**src/rtl/mult_booth32.sv**
```systemverilog
// mult_booth32: multi-cycle 32x32 signed radix-2 Booth multiplier.
// One CLA_32 adder performs every partial-product add/subtract; its overflow
// flag corrects the sign bit shifted into the product register.
// Optional build macro: MULT_RESTART_EN -- when defined, a start request
// during RUN reloads the operands and restarts the operation.

// 32-bit carry-lookahead adder built from 4-bit lookahead groups.
module CLA_32 (
  input  logic [31:0] a_i,
  input  logic [31:0] b_i,
  input  logic        cin_i,
  output logic [31:0] sum_o,
  output logic        ovf_o
);

  logic [31:0] gen_s;
  logic [31:0] prop_s;
  logic        grp_carry_s;
  logic        bit_carry_s;
  logic        grp_gen_s;
  logic        grp_prop_s;
  logic        carry_in31_s;

  assign gen_s  = a_i & b_i;
  assign prop_s = a_i ^ b_i;

  // Group lookahead carries between 4-bit groups, ripple inside each group.
  always_comb begin
    sum_o        = 32'd0;
    grp_carry_s  = cin_i;
    bit_carry_s  = 1'b0;
    grp_gen_s    = 1'b0;
    grp_prop_s   = 1'b0;
    for (int k = 0; k < 8; k++) begin
      grp_gen_s  = gen_s[4*k+3]
                 | (prop_s[4*k+3] & gen_s[4*k+2])
                 | (prop_s[4*k+3] & prop_s[4*k+2] & gen_s[4*k+1])
                 | (prop_s[4*k+3] & prop_s[4*k+2] & prop_s[4*k+1] & gen_s[4*k]);
      grp_prop_s = &prop_s[4*k +: 4];
      bit_carry_s = grp_carry_s;
      for (int j = 0; j < 4; j++) begin
        sum_o[4*k+j] = prop_s[4*k+j] ^ bit_carry_s;
        bit_carry_s  = gen_s[4*k+j] | (prop_s[4*k+j] & bit_carry_s);
      end
      grp_carry_s = grp_gen_s | (grp_prop_s & grp_carry_s);
    end
    // Carry into the MSB is recovered from the MSB sum and propagate bits.
    carry_in31_s = sum_o[31] ^ prop_s[31];
    ovf_o        = carry_in31_s ^ grp_carry_s;
  end

endmodule

module mult_booth32 (
  input  logic        clock,
  input  logic        reset,
  input  logic        ctrl_MULT,
  input  logic [31:0] data_operandA,
  input  logic [31:0] data_operandB,
  output logic [31:0] data_result,
  output logic        data_exception,
  output logic        data_resultRDY
);

  typedef enum logic [1:0] {
    ST_IDLE = 2'd0,
    ST_RUN  = 2'd1,
    ST_DONE = 2'd2
  } state_t;

  state_t      state_q, state_d;
  logic [31:0] m_q, m_d;
  logic [64:0] p_q, p_d;
  logic [4:0]  count_q, count_d;
  logic [31:0] result_q, result_d;
  logic        exc_q, exc_d;
  logic        rdy_q, rdy_d;

  logic        start_s;
  logic [1:0]  booth_sel_s;
  logic        do_sub_s;
  logic [31:0] add_b_s;
  logic [31:0] sum_s;
  logic        ovf_s;
  logic [64:0] p_step_s;

  assign booth_sel_s = p_q[1:0];
  assign do_sub_s    = (booth_sel_s == 2'b10);
  assign add_b_s     = do_sub_s ? ~m_q : m_q;

  CLA_32 u_cla (
    .a_i   (p_q[64:33]),
    .b_i   (add_b_s),
    .cin_i (do_sub_s),
    .sum_o (sum_s),
    .ovf_o (ovf_s)
  );

  // One Booth step: optional add/subtract of M into HI, then arithmetic shift right.
  always_comb begin
    p_step_s = p_q;
    case (booth_sel_s)
      2'b01, 2'b10: p_step_s = {sum_s[31] ^ ovf_s, sum_s, p_q[32:1]};
      default:      p_step_s = {p_q[64], p_q[64:33], p_q[32:1]};
    endcase
  end

  // Decide whether a start request is accepted in the current state.
  always_comb begin
    start_s = 1'b0;
    case (state_q)
      ST_IDLE: start_s = ctrl_MULT;
      ST_DONE: start_s = ctrl_MULT;
`ifdef MULT_RESTART_EN
      ST_RUN:  start_s = ctrl_MULT;
`else
      ST_RUN:  start_s = 1'b0;
`endif
      default: start_s = 1'b0;
    endcase
  end

  // Next-state, datapath and output-register update logic.
  always_comb begin
    state_d  = state_q;
    m_d      = m_q;
    p_d      = p_q;
    count_d  = count_q;
    result_d = result_q;
    exc_d    = exc_q;
    rdy_d    = 1'b0;
    if (start_s) begin
      m_d     = data_operandA;
      p_d     = {32'd0, data_operandB, 1'b0};
      count_d = 5'd0;
      state_d = ST_RUN;
    end else begin
      case (state_q)
        ST_RUN: begin
          p_d     = p_step_s;
          count_d = count_q + 5'd1;
          if (count_q == 5'd31) begin
            // Last iteration: capture the product straight from the step result.
            state_d  = ST_DONE;
            result_d = p_step_s[32:1];
            exc_d    = (p_step_s[64:33] != {32{p_step_s[32]}});
            rdy_d    = 1'b1;
          end else begin
            state_d = ST_RUN;
          end
        end
        ST_DONE: state_d = ST_IDLE;
        ST_IDLE: state_d = ST_IDLE;
        default: state_d = ST_IDLE;
      endcase
    end
  end

  // State and output registers with synchronous reset.
  always_ff @(posedge clock) begin
    if (reset) begin
      state_q  <= ST_IDLE;
      m_q      <= 32'd0;
      p_q      <= 65'd0;
      count_q  <= 5'd0;
      result_q <= 32'd0;
      exc_q    <= 1'b0;
      rdy_q    <= 1'b0;
    end else begin
      state_q  <= state_d;
      m_q      <= m_d;
      p_q      <= p_d;
      count_q  <= count_d;
      result_q <= result_d;
      exc_q    <= exc_d;
      rdy_q    <= rdy_d;
    end
  end

  assign data_result    = result_q;
  assign data_exception = exc_q;
  assign data_resultRDY = rdy_q;

endmodule

```
**config.mk**
```make
export PLATFORM = sky130hd
export DESIGN_NAME = mult_booth32
export DESIGN_NICKNAME = d
export VERILOG_FILES = /design/src/rtl/mult_booth32.sv
export SDC_FILE = /design/constraint.sdc
export NUM_CORES = 1
export LEC_CHECK = 0
export CAP_MARGIN = 20
export CORE_ASPECT_RATIO = 1.1
export CORE_MARGIN = 5
export CORE_UTILIZATION = 55
export DETAILED_ROUTE_END_ITERATION = 10
export PLACE_DENSITY = 0.88
export SLEW_MARGIN = 20
export SYNTH_ARGS = -nofsm -noshare
export SYNTH_HDL_FRONTEND = slang
export SYNTH_SLANG_ARGS = --single-unit
```
**constraint.sdc**
```tcl
create_clock -name clock -period 6.18 [get_ports clock]
set_input_delay 1.236 -clock clock [delete_from_list [all_inputs] [get_ports clock]]
set_output_delay 1.236 -clock clock [all_outputs]
set_load 0.1 [all_outputs]
```
==> run_results.csv <==
group,metric,value,unit
power,clockPowerShare,46.5,%
sta,hold_viol,0,
sta,finClkSkew,12.51,ps
clock_tree,htreeDepth,4,
detailed_routing,drtPass1Iterations,5,
run_status,outcome,"finished, final reports clean",
clock_tree,clockBufferDepth,2,
worst_setup_path,path_class,"reg -> reg",
sta,period_needed,5676,ps
clock_tree,tritoncts,"done",
power,p_seq_share,38.4,%
worst_setup_path,reg2reg_from,"p_q[1]",
layout,area_growth,24.86,%
logic_synthesis,yosys_warnings,0,
layout,multiInputGateArea,4113,um^2
layout,layout-drive-gt1-share,6.176,%
detailed_routing,ant_nets,0,
sta,tns,0,ps
clock_tree,cts_buffers,17,
worst_setup_path,cp_max_fo,13,
logic_synthesis,synthFlopType,"dfxtp_1",
power,p_switching,0.6412,mW
logic_synthesis,netlist_area,7086,um^2
place,io_buffers,100,
die,start_util,56.04,%
global_routing,antenna_found_initial,0,
layout,nets,1036,
power,leakage,3.635,nW
worst_setup_path,worstPathCellList,"ha_4 -> buf_4 -> xor2_1 -> ha_1 -> and4_1 -> a221o_1 -> a221o_1 -> a21oi_2 -> o21bai_1 -> a21oi_2 -> inv_2 -> fa_1 -> fa_1 -> fa_1 -> nor3b_1 -> o21ai_0 -> nor4_1 -> nand2_1 -> a211o_1 -> nor3_1 -> a211oi_2",
global_routing,grt_usage,23.34,%
min_path,hold_class,"reg -> reg",
clock_tree,post-cts-setup-buffers,0,
clock_tree,clock_latency,420,ps
logic_synthesis,netlist.area_leader.share,38.71,%
worst_setup_path,crit_slowest_cell,"fa_1",
sta,whs,452.1,ps
sta,worst_slew_margin_rel,30.93,%
power,switching_share,25.67,%
die,dieArea,15260,um^2
detailed_routing,drt_iter0_markers,322,
worst_setup_path,startpoint_type,"register",
place,place_hpwl,11.41,mm
sta,fmax,176.2,MHz
min_path,holdPathEnd,"data_result[22]",
global_routing,grt_pass1_vias,6335,
logic_synthesis,syn_inst,840,
die,core,12640,um^2
sta,worst_slew_pin_slew,1033,ps
logic_synthesis,async_flop_share,0,%
logic_synthesis,ys_ff_latch,137,
sta,rsz0062_at_grt,"false",
clock_tree,clkTransAtPathRegs,60,ps
logic_synthesis,seq_area_frac_synth,38.71,%
worst_setup_path,timing.reg2reg.setup_slack,500,ps
power,power_density,282.4,nW/um^2
logic_synthesis,synth-edff-count,0,
worst_setup_path,r2r_end,"data_exception",
worst_setup_path,cp-end-kind,"register",
layout,layout_common_cells,"nand2_1 (202), dfxtp_1 (137), a21oi_1 (117)",
min_path,holdPathStages,2,
clock_tree,clockRootBuffer,"clkbuf_16",
logic_synthesis,syn_nets,965,
logic_synthesis,synth_cell_types,44,
die,row_count,43,
clock_tree,clock_sinks,137,
logic_synthesis,yosysTopAreaCell,"dfxtp_1",
global_routing,grt-ovfl-total,0,
detailed_routing,vias,6288,
detailed_routing,drc,0,
sta,finalSetupViolCount,0,
detailed_routing,wl_per_cell,16.10,um
worst_setup_path,cp.required,6450,ps
die,pin_count,101,
detailed_routing,wl,17.39,mm
power,comb_power_share,15.0,%
worst_setup_path,worst_ep_arrival_time,5950,ps
detailed_routing,viasPerCell,5.822,
layout,n_antenna_cell,0,
layout,fillCellCount,916,
worst_setup_path,crit_family,"adder cells",
layout,final_common_cell,"nand2_1",
job,drv_cap,0,
global_routing,grt_pass1_wl,29.54,mm
logic_synthesis,syn_avg_cell_area,8.435,um^2
power,p_int,1.857,mW
die,chipHeight,129.0,um
worst_setup_path,reg2reg_depth,21,
worst_setup_path,crit_path_frequent_cell,"fa_1",
place,place_congestion,0.8996,
layout,register_area,2743,um^2
sta,fin_crit_sh,91.85,%
die,die_w,118.2,um
sta,drv_slew,0,
worst_setup_path,critPathBufInv,2,
power,ir_worst_vdd,0.0002392,V
min_path,hp-start,"data_result[22]",
logic_synthesis,yosys-top-cells-area,"dfxtp_1 (39%), nand2_1 (11%), a21oi_1 (8.3%)",
global_routing,grt_max_degree,94,
worst_setup_path,slowest_delay,570,ps
## cells by family after synthesis
group,after synthesis,share of synthesized area (%)
and+or+nand+nor,294,17.46
buffers and inverters,68,3.708
adders and majority gates,58,12.68
DFF,137,38.71
AOI/OAI and AO/OA,215,18.58
muxes,24,3.426
xor gates and xnor gates,44,5.439
## flip-flops by register name, summed over array words and instances (netlist names)
signal,count
data_exception,1
m_q,32
count_q,5
data_result,32
p_q,65
state_q,2
## worst reg2reg max path, stage by stage (launching register included)
cell and delay, ps:
dfxtp_1 390, ha_4 260, buf_4 270, xor2_1 190, ha_1 280, and4_1 200, a221o_1 380, a221o_1 390
a21oi_2 180, o21bai_1 130, a21oi_2 220, inv_2 80, fa_1 410, fa_1 440, fa_1 570, nor3b_1 180
o21ai_0 90, nor4_1 180, nand2_1 90, a211o_1 290, nor3_1 190, a211oi_2 100
## synth_stat cells, types with 10 or more instances
cell / number
nand2_1: 202
dfxtp_1: 137
a21oi_1: 117
clkbuf_1: 52
nor2_1: 44
ha_1: 35
xor2_1: 35
a22oi_1: 33
fa_1: 23
a211oi_1: 22
mux2i_1: 22
nor4_1: 10
o21ai_1: 10
## how the worst max path moves through the flow
| stage | from | end | slack, ps | depth (start not counted) |
|---|---|---|---|---|
| 6_report | p_q[1] | data_exception | 500 | 21 |
| 5_1_grt | p_q[0] | data_exception | 60 | 22 |
| 4_1_cts | p_q[1] | data_exception | 370 | 21 |
| 3_5_place_dp | p_q[1] | data_exception | 390 | 21 |
| 3_3_place_gp | p_q[0] | data_exception | 560 | 22 |
| 2_1_floorplan | p_q[0] | data_exception | 600 | 24 |
## power by group through the flow
stage	Combinational, mW	Sequential (mW)	Clock (mW)
6_report	0.375	0.961	1.16
5_1_grt	0.420	0.965	1.23
4_1_cts	0.374	0.960	1.18
3_5_place_dp	0.368	0.978	0
3_3_place_gp	0.355	0.977	0
2_1_floorplan	0.260	0.968	0
## metrics by stage
stage	setup WS, ps	power [mW]	cell area [um^2]	std cells	util (%)
2_1_floorplan	597.6	1.228	7086	840	-
3_3_place_gp	557.8	1.332	8157	1049	64.51
3_5_place_dp	393.2	1.346	8157	1049	64.51
4_1_cts	365.2	2.512	8837	1080	69.90
5_1_grt	63.74	2.612	8847	1080	69.98
6_report	503.8	2.498	8847	1080	69.98
## routing by layer
metal | track usage (%) | vias up | routed length, um
li1 | - | 3053 | -
met1 | 26.66 | 2985 | 6869
met2 | 40.02 | 209 | 8755
met3 | 8.206 | 41 | 1331
met4 | 9.717 | 0 | 435
met5 | 0 | - | 0
## final cells by class
class | instances | share of cell area (%)
Clock buffer | 18 | 4.964
Clock inverter | 13 | 2.729
Inverter | 9 | 0.3818
Multi-Input combinational cell | 635 | 46.49
Sequential cell | 137 | 31.00
Tap cell | 157 | 2.220
Timing Repair Buffer | 111 | 12.22
## repair_timing
action,CTS,global route
endpoints found under the setup margin,0,1
resized for setup,0,1
hold buffers,0,0
(Power assumes the default switching activity.)
